[src/rtl/multicycle_sequencer.sv]
// Multi-cycle control FSM for the single-issue MIPS datapath: walks each instruction through
// fetch/decode/exec/mem/wb/pc-update and reports busy/halted status. All outputs are registered.
module multicycle_sequencer #(
    parameter int unsigned MEM_LAT       = 2,
    parameter int unsigned MULDIV_CYCLES = 4,
    parameter int unsigned CNT_W         = 32
) (
    input  logic             clk,
    input  logic             rst,
    input  logic             start,
    input  logic             halt_req,
    input  logic             decoder_done,
    input  logic [3:0]       path_index,
    input  logic             alu_zero,
    output logic             fetch_en,
    output logic             decode_en,
    output logic             alu_en,
    output logic             mem_en,
    output logic             reg_write_en,
    output logic             pc_en,
    output logic [1:0]       pc_sel,
    output logic             busy,
    output logic             halted,
    output logic             illegal,
    output logic [3:0]       state_out,
    output logic [CNT_W-1:0] instr_count
);

    localparam int unsigned MaxLat = (MEM_LAT > MULDIV_CYCLES) ? MEM_LAT : MULDIV_CYCLES;
    localparam int unsigned CntW   = $clog2(MaxLat) + 1;

    localparam logic [3:0] PathMf   = 4'b0000;
    localparam logic [3:0] PathAlu  = 4'b0001;
    localparam logic [3:0] PathLw   = 4'b0010;
    localparam logic [3:0] PathSw   = 4'b0011;
    localparam logic [3:0] PathBeq  = 4'b0100;
    localparam logic [3:0] PathJ    = 4'b0101;
    localparam logic [3:0] PathJal  = 4'b0110;
    localparam logic [3:0] PathMul  = 4'b0111;
    localparam logic [3:0] PathJr   = 4'b1000;

    typedef enum logic [3:0] {
        StIdle    = 4'd0,
        StFetch   = 4'd1,
        StDecode  = 4'd2,
        StDecWait = 4'd3,
        StExec    = 4'd4,
        StMem     = 4'd5,
        StWb      = 4'd6,
        StPcUpd   = 4'd7,
        StHalt    = 4'd8
    } state_e;

    state_e            state_q, state_d;
    logic [3:0]        path_q, path_d;
    logic [CntW-1:0]   cnt_q, cnt_d;
    logic              taken_q, taken_d;
    logic              illegal_q, illegal_d;
    logic              halt_pend_q, halt_pend_d;
    logic [CNT_W-1:0]  count_q, count_d;
    logic [1:0]        pc_sel_d;

    assign state_out   = state_q;
    assign illegal     = illegal_q;
    assign instr_count = count_q;

    always_comb begin
        state_d     = state_q;
        path_d      = path_q;
        cnt_d       = cnt_q;
        taken_d     = taken_q;
        illegal_d   = illegal_q;
        count_d     = count_q;
        halt_pend_d = halt_pend_q | halt_req;

        case (state_q)
            StIdle: begin
                if (halt_req || halt_pend_q) state_d = StHalt;
                else if (start)              state_d = StFetch;
            end
            StFetch:  state_d = StDecode;
            StDecode: state_d = StDecWait;
            StDecWait: begin
                if (decoder_done) begin
                    path_d = path_index;
                    cnt_d  = '0;
                    unique case (path_index)
                        PathMf, PathJal:                 state_d = StWb;
                        PathAlu, PathLw, PathSw, PathBeq: state_d = StExec;
                        PathMul: begin
                            state_d = StExec;
                            cnt_d   = CntW'(MULDIV_CYCLES - 1);
                        end
                        PathJ, PathJr:                   state_d = StPcUpd;
                        default: begin
                            state_d   = StHalt;
                            illegal_d = 1'b1;
                        end
                    endcase
                end
            end
            StExec: begin
                if (cnt_q == '0) begin
                    taken_d = (path_q == PathBeq) && alu_zero;
                    if (path_q == PathAlu) begin
                        state_d = StWb;
                    end else if (path_q == PathLw || path_q == PathSw) begin
                        state_d = StMem;
                        cnt_d   = CntW'(MEM_LAT - 1);
                    end else begin
                        state_d = StPcUpd;
                    end
                end else begin
                    cnt_d = cnt_q - CntW'(1);
                end
            end
            StMem: begin
                if (cnt_q == '0) state_d = (path_q == PathLw) ? StWb : StPcUpd;
                else             cnt_d   = cnt_q - CntW'(1);
            end
            StWb: state_d = StPcUpd;
            StPcUpd: begin
                count_d = count_q + CNT_W'(1);
                state_d = (halt_pend_q || halt_req) ? StHalt : StFetch;
            end
            StHalt:  state_d = StHalt;
            default: state_d = StIdle;
        endcase

        if (state_d == StHalt) halt_pend_d = 1'b0;

        // pc_sel is registered alongside the strobes, so it is chosen from next-state values.
        pc_sel_d = 2'b00;
        if (state_d == StPcUpd) begin
            case (path_d)
                PathBeq:       pc_sel_d = taken_d ? 2'b01 : 2'b00;
                PathJ, PathJal: pc_sel_d = 2'b10;
                PathJr:        pc_sel_d = 2'b11;
                default:       pc_sel_d = 2'b00;
            endcase
        end
    end

    always_ff @(posedge clk) begin
        if (rst) begin
            state_q      <= StIdle;
            path_q       <= '0;
            cnt_q        <= '0;
            taken_q      <= 1'b0;
            illegal_q    <= 1'b0;
            halt_pend_q  <= 1'b0;
            count_q      <= '0;
            fetch_en     <= 1'b0;
            decode_en    <= 1'b0;
            alu_en       <= 1'b0;
            mem_en       <= 1'b0;
            reg_write_en <= 1'b0;
            pc_en        <= 1'b0;
            pc_sel       <= 2'b00;
            busy         <= 1'b0;
            halted       <= 1'b0;
        end else begin
            state_q      <= state_d;
            path_q       <= path_d;
            cnt_q        <= cnt_d;
            taken_q      <= taken_d;
            illegal_q    <= illegal_d;
            halt_pend_q  <= halt_pend_d;
            count_q      <= count_d;
            fetch_en     <= (state_d == StFetch);
            decode_en    <= (state_d == StDecode);
            alu_en       <= (state_d == StExec);
            mem_en       <= (state_d == StMem);
            reg_write_en <= (state_d == StWb);
            pc_en        <= (state_d == StPcUpd);
            pc_sel       <= pc_sel_d;
            busy         <= (state_d != StIdle) && (state_d != StHalt);
            halted       <= (state_d == StHalt);
        end
    end

endmodule

[config.mk]
export PLATFORM = sky130hd
export DESIGN_NAME = multicycle_sequencer
export DESIGN_NICKNAME = d
export VERILOG_FILES = /design/src/rtl/multicycle_sequencer.sv
export SDC_FILE = /design/constraint.sdc
export NUM_CORES = 1
export LEC_CHECK = 0
export ABC_AREA = 1
export BUFFER_PORTS_ARGS = -buffer_cell sky130_fd_sc_hd__buf_2
export CAP_MARGIN = 10
export CORE_MARGIN = 3
export CORE_UTILIZATION = 40
export CTS_BUF_LIST = sky130_fd_sc_hd__clkbuf_16
export DETAILED_ROUTE_END_ITERATION = 10
export GPL_TIMING_DRIVEN = 0
export PLACE_DENSITY_LB_ADDON = 0.05
export RECOVER_POWER = 50
export SYNTH_ARGS = -nofsm -noshare
export SYNTH_HDL_FRONTEND = slang
export SYNTH_SLANG_ARGS = --single-unit
[constraint.sdc]
create_clock -name clk -period 1.8 [get_ports clk]
set_clock_uncertainty 0.1 [all_clocks]
set_input_delay 0.36 -clock clk [delete_from_list [all_inputs] [get_ports clk]]
set_output_delay 0.36 -clock clk [all_outputs]
set_load 0.1 [all_outputs]
# [Word-level counts from Yosys, hierarchy flattened]
# Cells that the tools add are included.
[op_classes] addsub=2 n_eq_ne=36 muxes=24 bitwise=3 reduce_logical=18
[op_table] cell="$eq A4 B3 Y1 const B" n=16
[op_table] cell="$pmux W4 S9" n=1
[op_table] cell="$add A32 B1 Y32 const B" n=1
[op_table] cell="$mux W4" n=8
[op_table] cell="$eq A4 B2 Y1 const B" n=7
[op_table] cell="$eq A4 B1 Y1 const B" n=4
[op_table] cell="$eq A4 B4 Y1 const B" n=4
[op_table] cell="$mux W3" n=5
[op_table] cell="$pmux W4 S3" n=1
[op_table] cell="$reduce_or A2 Y1" n=5
[op_table] cell="$pmux W3 S3" n=1
[op_table] cell="$reduce_or A9 Y1" n=1
[op_table] cell="$logic_not A4 Y1" n=2
[op_table] cell="$mux W2" n=3
[op_table] cell="$ne A3 B3 Y1 const B" n=2
[op_table] cell="$pmux W2 S3" n=1
[op_table] cell="$reduce_and A5 Y1" n=1
[op_table] cell="$reduce_or A5 Y1" n=1
[op_table] cell="$mux W1" n=4
[op_table] cell="$ne A2 B2 Y1 const B" n=2
[op_table] cell="$ne A4 B4 Y1 const B" n=1
[op_table] cell="$reduce_bool A4 Y1" n=1
[op_table] cell="$logic_not A3 Y1" n=1
[op_table] cell="$reduce_and A3 Y1" n=1
[op_table] cell="6 further kinds" n=9
[totals] ff_bits=56 in_bits=10 out_inout_bits=47 elab_cells=99

# [Depth between registers and ports, before layout]
[depth] ltp_word=9 mapped_depth=11 mapped_depth_nobuf=11

# [Worst setup path before layout]
# No wires, ideal clock.
[synth_timing] path_type="reg2reg" from="register count_q[1], in the netlist instr_count[1]" to="register count_q[16], in the netlist instr_count[16]" setup_ns=0.071 arrival_time_ns=2.129 required_ns=1.629 path_slack_ns=-0.499 stages_incl_launch_ff=9 path_buffers=0 period_less_slack_ns=2.299 cell_sequence="dfxtp_1 ha_1 inv_1 nor2_1 nand2_1 nor2_1 xor2_1 nand2_1 a21oi_1"
[synth_via] elab_chain_len=1
[synth_rtl] element="start, declared" line="60" rtl="logic [CNT_W-1:0] count_q, count_d;"
[synth_rtl] element="start signal, assigned" line="169" rtl="count_q <= count_d;"
[synth_rtl] element="$add A32 B1 Y32" line="123" rtl="count_d = count_q + CNT_W'(1);"
# No other way between the ends.
# A chain may end at the register's enable or synchronous reset.

# [Final worst setup path]
[layout_timing] from="register count_q[2], in the netlist instr_count[2]" to="output instr_count[2]"
[layout_rtl] element="end, declared" line="26" rtl="output logic [CNT_W-1:0] instr_count"
# No word-level cell between the ends.

==> results.txt <==
The overall die area is 0.00937 mm2. In this run the worst setup path begins at instr_count[2]. After detailed routing, the average wire length per cell comes to 12.7 um.

For this run, the number of Yosys warnings is 0. The total half-perimeter wirelength after legalization and detailed placement is approximately 6.9 mm. The cell area after layout came out at 0.00399 mm2. The cell with the most instances after synthesis is sky130_fd_sc_hd__nand2_1. The stage delay of the slowest cell on the critical path is 0.46 ns. The relative slew slack came out at 52.7%. The number of buffers and inverters on the critical path came out at 1. The number of flops mapped to enable cells by yosys came out at 0.

The first global-routing pass estimated 14.9 mm of wire. In this run the clock root is driven by a sky130_fd_sc_hd__clkbuf_16. The detailed router finished its first iteration with 213 violations. The floorplan step set the die height to 96.8 um. The number of fill cells in the layout is 893. For this run, the leading register cell type out of synthesis is sky130_fd_sc_hd__dfxtp_1. The total grt overflow is 0.

The H-tree was split into 2 levels. The synthesized instance count came out at around 550. The number of placed instances, taps included, is 711. IR analysis of the VDD net gives a maximum drop of about 480 uV. The detail route stage leaves a number of antenna-violating nets equal to 0. Clock tree synthesis found a total of 56 sinks. The antenna diode instance count came out at 0. TritonCTS built the clock tree. The routed design has 9.16 mm of wire.

On the critical path the largest part of the delay comes from buffers and inverters. The maximum fanout along the worst path came out at 7. In the synthesized netlist, mux cells make up 0% of the area.

The overall via count from detail_route came out at 3,513. The launch instance of the worst register-to-register path is cnt_q[0]. The register bit count reported by yosys came out at between 50 and 60. By area, the combinational part of the netlist is dominated by simple AND/OR/NAND/NOR gates. The worst path arrival time is roughly 1.2 ns. The width of the die is 96.8 um. Each instance of the synthesized netlist takes up on average 5.95 um2.

The worst setup path is captured at a primary output. Once placement finished, the instance area stood at roughly 0.0038 mm2. The flow ran to the end, and the final reports show no timing, DRC or antenna violations.

The later-pin clock latency in the skew report is 0.30 ns. The signed area change from the synthesized netlist to the final layout is 20.8%. The largest net degree at the start of global routing came out at 20. The synthesized-area fraction occupied by and/or/nand/nor cells came out at 48.3%.

The final period demand of the worst path is 1.65 ns. The tightest min-delay check is of the primary input to flip-flop type. The fraction of post-synthesis cell area in the top cell type by area came out at 34.0%. The count of buffers inserted at the top-level ports came out at 55. The placeable core area came out at a little under 0.008 mm2. The post-detailed-route via-to-cell ratio is ~4.9.

The net count after synthesis came out at 567. The worst setup path is launched from a flip-flop. The total I/O pin count is 57. Ranked by total cell area, the synthesized netlist is headed by sky130_fd_sc_hd__dfxtp_1, sky130_fd_sc_hd__nand2_1, sky130_fd_sc_hd__nor2_1, sky130_fd_sc_hd__inv_1, sky130_fd_sc_hd__nand3_1. After the last flow step, the layout net total stands at 633. Of all flip-flops after synthesis, the portion carrying an async set or reset was 0%. The synthesized netlist contains 32 unique library cells. The flip-flop and latch area is 0.00118 mm2. The critical path is of the flip-flop to primary output type. The part of the Yosys area used for sequential elements is 34.0%. The leakage power summed over all cells is between 0.0015 and 0.002 uW. The total design power came out at 2780 uW.

The finished layout holds between 700 and 800 standard cells, fillers aside. Traced cell by cell, the critical path runs through buf_2. The master of the slowest instance on the critical path is sky130_fd_sc_hd__buf_2. The congestion estimate from routability-driven global placement came to just under 0.9. The power per standard cell area came out at between 600 and 700 mW/mm2. In this run the most critical hold path is launched from halt_req.

Counting instances in the post-synthesis netlist gives the leading cell types as sky130_fd_sc_hd__nand2_1, sky130_fd_sc_hd__nor2_1, sky130_fd_sc_hd__inv_1, sky130_fd_sc_hd__dfxtp_1, sky130_fd_sc_hd__nand3_1. The largest buffer count on any clock path is 2. Cells with a size suffix above 1 make up 20.8% of the layout.

The initial core utilization came out at 42.0%. The accumulated negative setup slack came out at 0 ns. The clock-pin transition on the worst setup and hold timing paths came out at 0.08 ns.

The area occupied by multi-input gates is 0.00193 mm2. The tool flagged a number of max-cap violations equal to 0. The fraction of the mapped netlist area in adder cells is 1.14%. The via count of the first global-routing pass was 3,140. The post-route DRC violation count came out at 0. The number of pins with negative max-slew slack in the final report is 0. The number of antenna violations at the first check in global routing is 0.

The synthesized netlist devotes under 10% of its cell area to compound gates. The required time of the worst setup path came out at 1.34 ns. The global-route usage over all layers is 19.0%. The floorplan has 32 rows. The number of hold buffers added after CTS was 0.

The post-synth design cell area is 0.00330 mm2. The synthesized-area fraction occupied by xor and xnor cells is less than 1%. The share of the clock period used by the worst path is 91.7%.

The maximum clock frequency is 606 MHz. The actual transition at the worst max-transition pin is approximately 0.71 ns. The final number of setup-violating endpoints came out at 0. The length of the first detailed-routing pass in iterations is 5. The largest area contributor in the netlist is sky130_fd_sc_hd__dfxtp_1. TritonCTS created 5 clock buffers.

The number of failing hold endpoints at the final stage is 0.
## routing by layer
metal	global-route usage [%]	wire length (um)
met5	0	0
met4	4.21	72
met3	2.88	444
met2	27.4	3860
met1	29.4	4780
## metrics by stage
step | setup WS [ns] | util (%) | hold slack, ns
2_1_floorplan | 0.00303 | - | 0.351
3_3_place_gp | -0.0990 | 47.9 | 0.339
3_5_place_dp | -0.130 | 47.9 | 0.354
4_1_cts | 0.0126 | 49.9 | 0.277
5_1_grt | -0.00454 | 50.8 | 0.356
6_report | 0.149 | 50.8 | 0.304
## worst paths after layout
check	cells after the start	slack, ns	endpoint
max	1	0.15	instr_count[2]
max reg2reg	11	0.15	mem_en
min	3	0.30	halt_pend_q
min reg2reg	2	0.36	illegal
## power breakdown
group | switching (uW) | leakage (uW) | internal (uW)
clock network | 512 | 0.0000708 | 529
registers | 26.2 | 0.000472 | 1260
logic | 355 | 0.00127 | 92.1
## logic make-up after synthesis
logic type | Yosys count
xor+xnor | 2
fa+ha+maj | 3
simple gates | 368
buf+inv | 82
flops | 56
compound gates | 43
## layout by cell type, fill, tap and decap left out, types with 4 or more instances in the layout
cell type and instances:
sky130_fd_sc_hd__nand2_1 197, sky130_fd_sc_hd__nor2_1 96, sky130_fd_sc_hd__inv_1 73, sky130_fd_sc_hd__buf_2 45, sky130_fd_sc_hd__nand3_1 31, sky130_fd_sc_hd__dfxtp_2 28
sky130_fd_sc_hd__a21oi_1 26, sky130_fd_sc_hd__dfxtp_1 21, sky130_fd_sc_hd__o21ai_0 13, sky130_fd_sc_hd__nand4_1 12, sky130_fd_sc_hd__clkbuf_2 11, sky130_fd_sc_hd__nor2_2 8
sky130_fd_sc_hd__dfxtp_4 7, sky130_fd_sc_hd__clkbuf_1 5, sky130_fd_sc_hd__nor2_4 5, sky130_fd_sc_hd__nor3_1 5, sky130_fd_sc_hd__clkbuf_16 5, sky130_fd_sc_hd__nand3_2 4
## layout make-up
type	instances	share of cell area, %
plain buffers	7	0.722
clock buffers	5	3.14
clock inverters	3	0.628
inverters	75	7.06
multi-input cells	418	48.3
flip-flops and latches	56	29.7
well taps	102	3.20
repair buffers	57	7.25
## repair_timing
action / in CTS / in global routing
pin swaps: 0 / 2
setup buffers: 0 / 2
gates cloned: 0 / 2
endpoints found under the setup margin: 14 / 22
gates resized for setup: 1 / 12
## registers in the layout (all words and copies together), names as in the netlist, 2 cells and up
register and flops:
instr_count 32, path_q 4, state_out 4, cnt_q 3
pc_sel 2
Note: power is estimated with default switching activity, not from simulation.
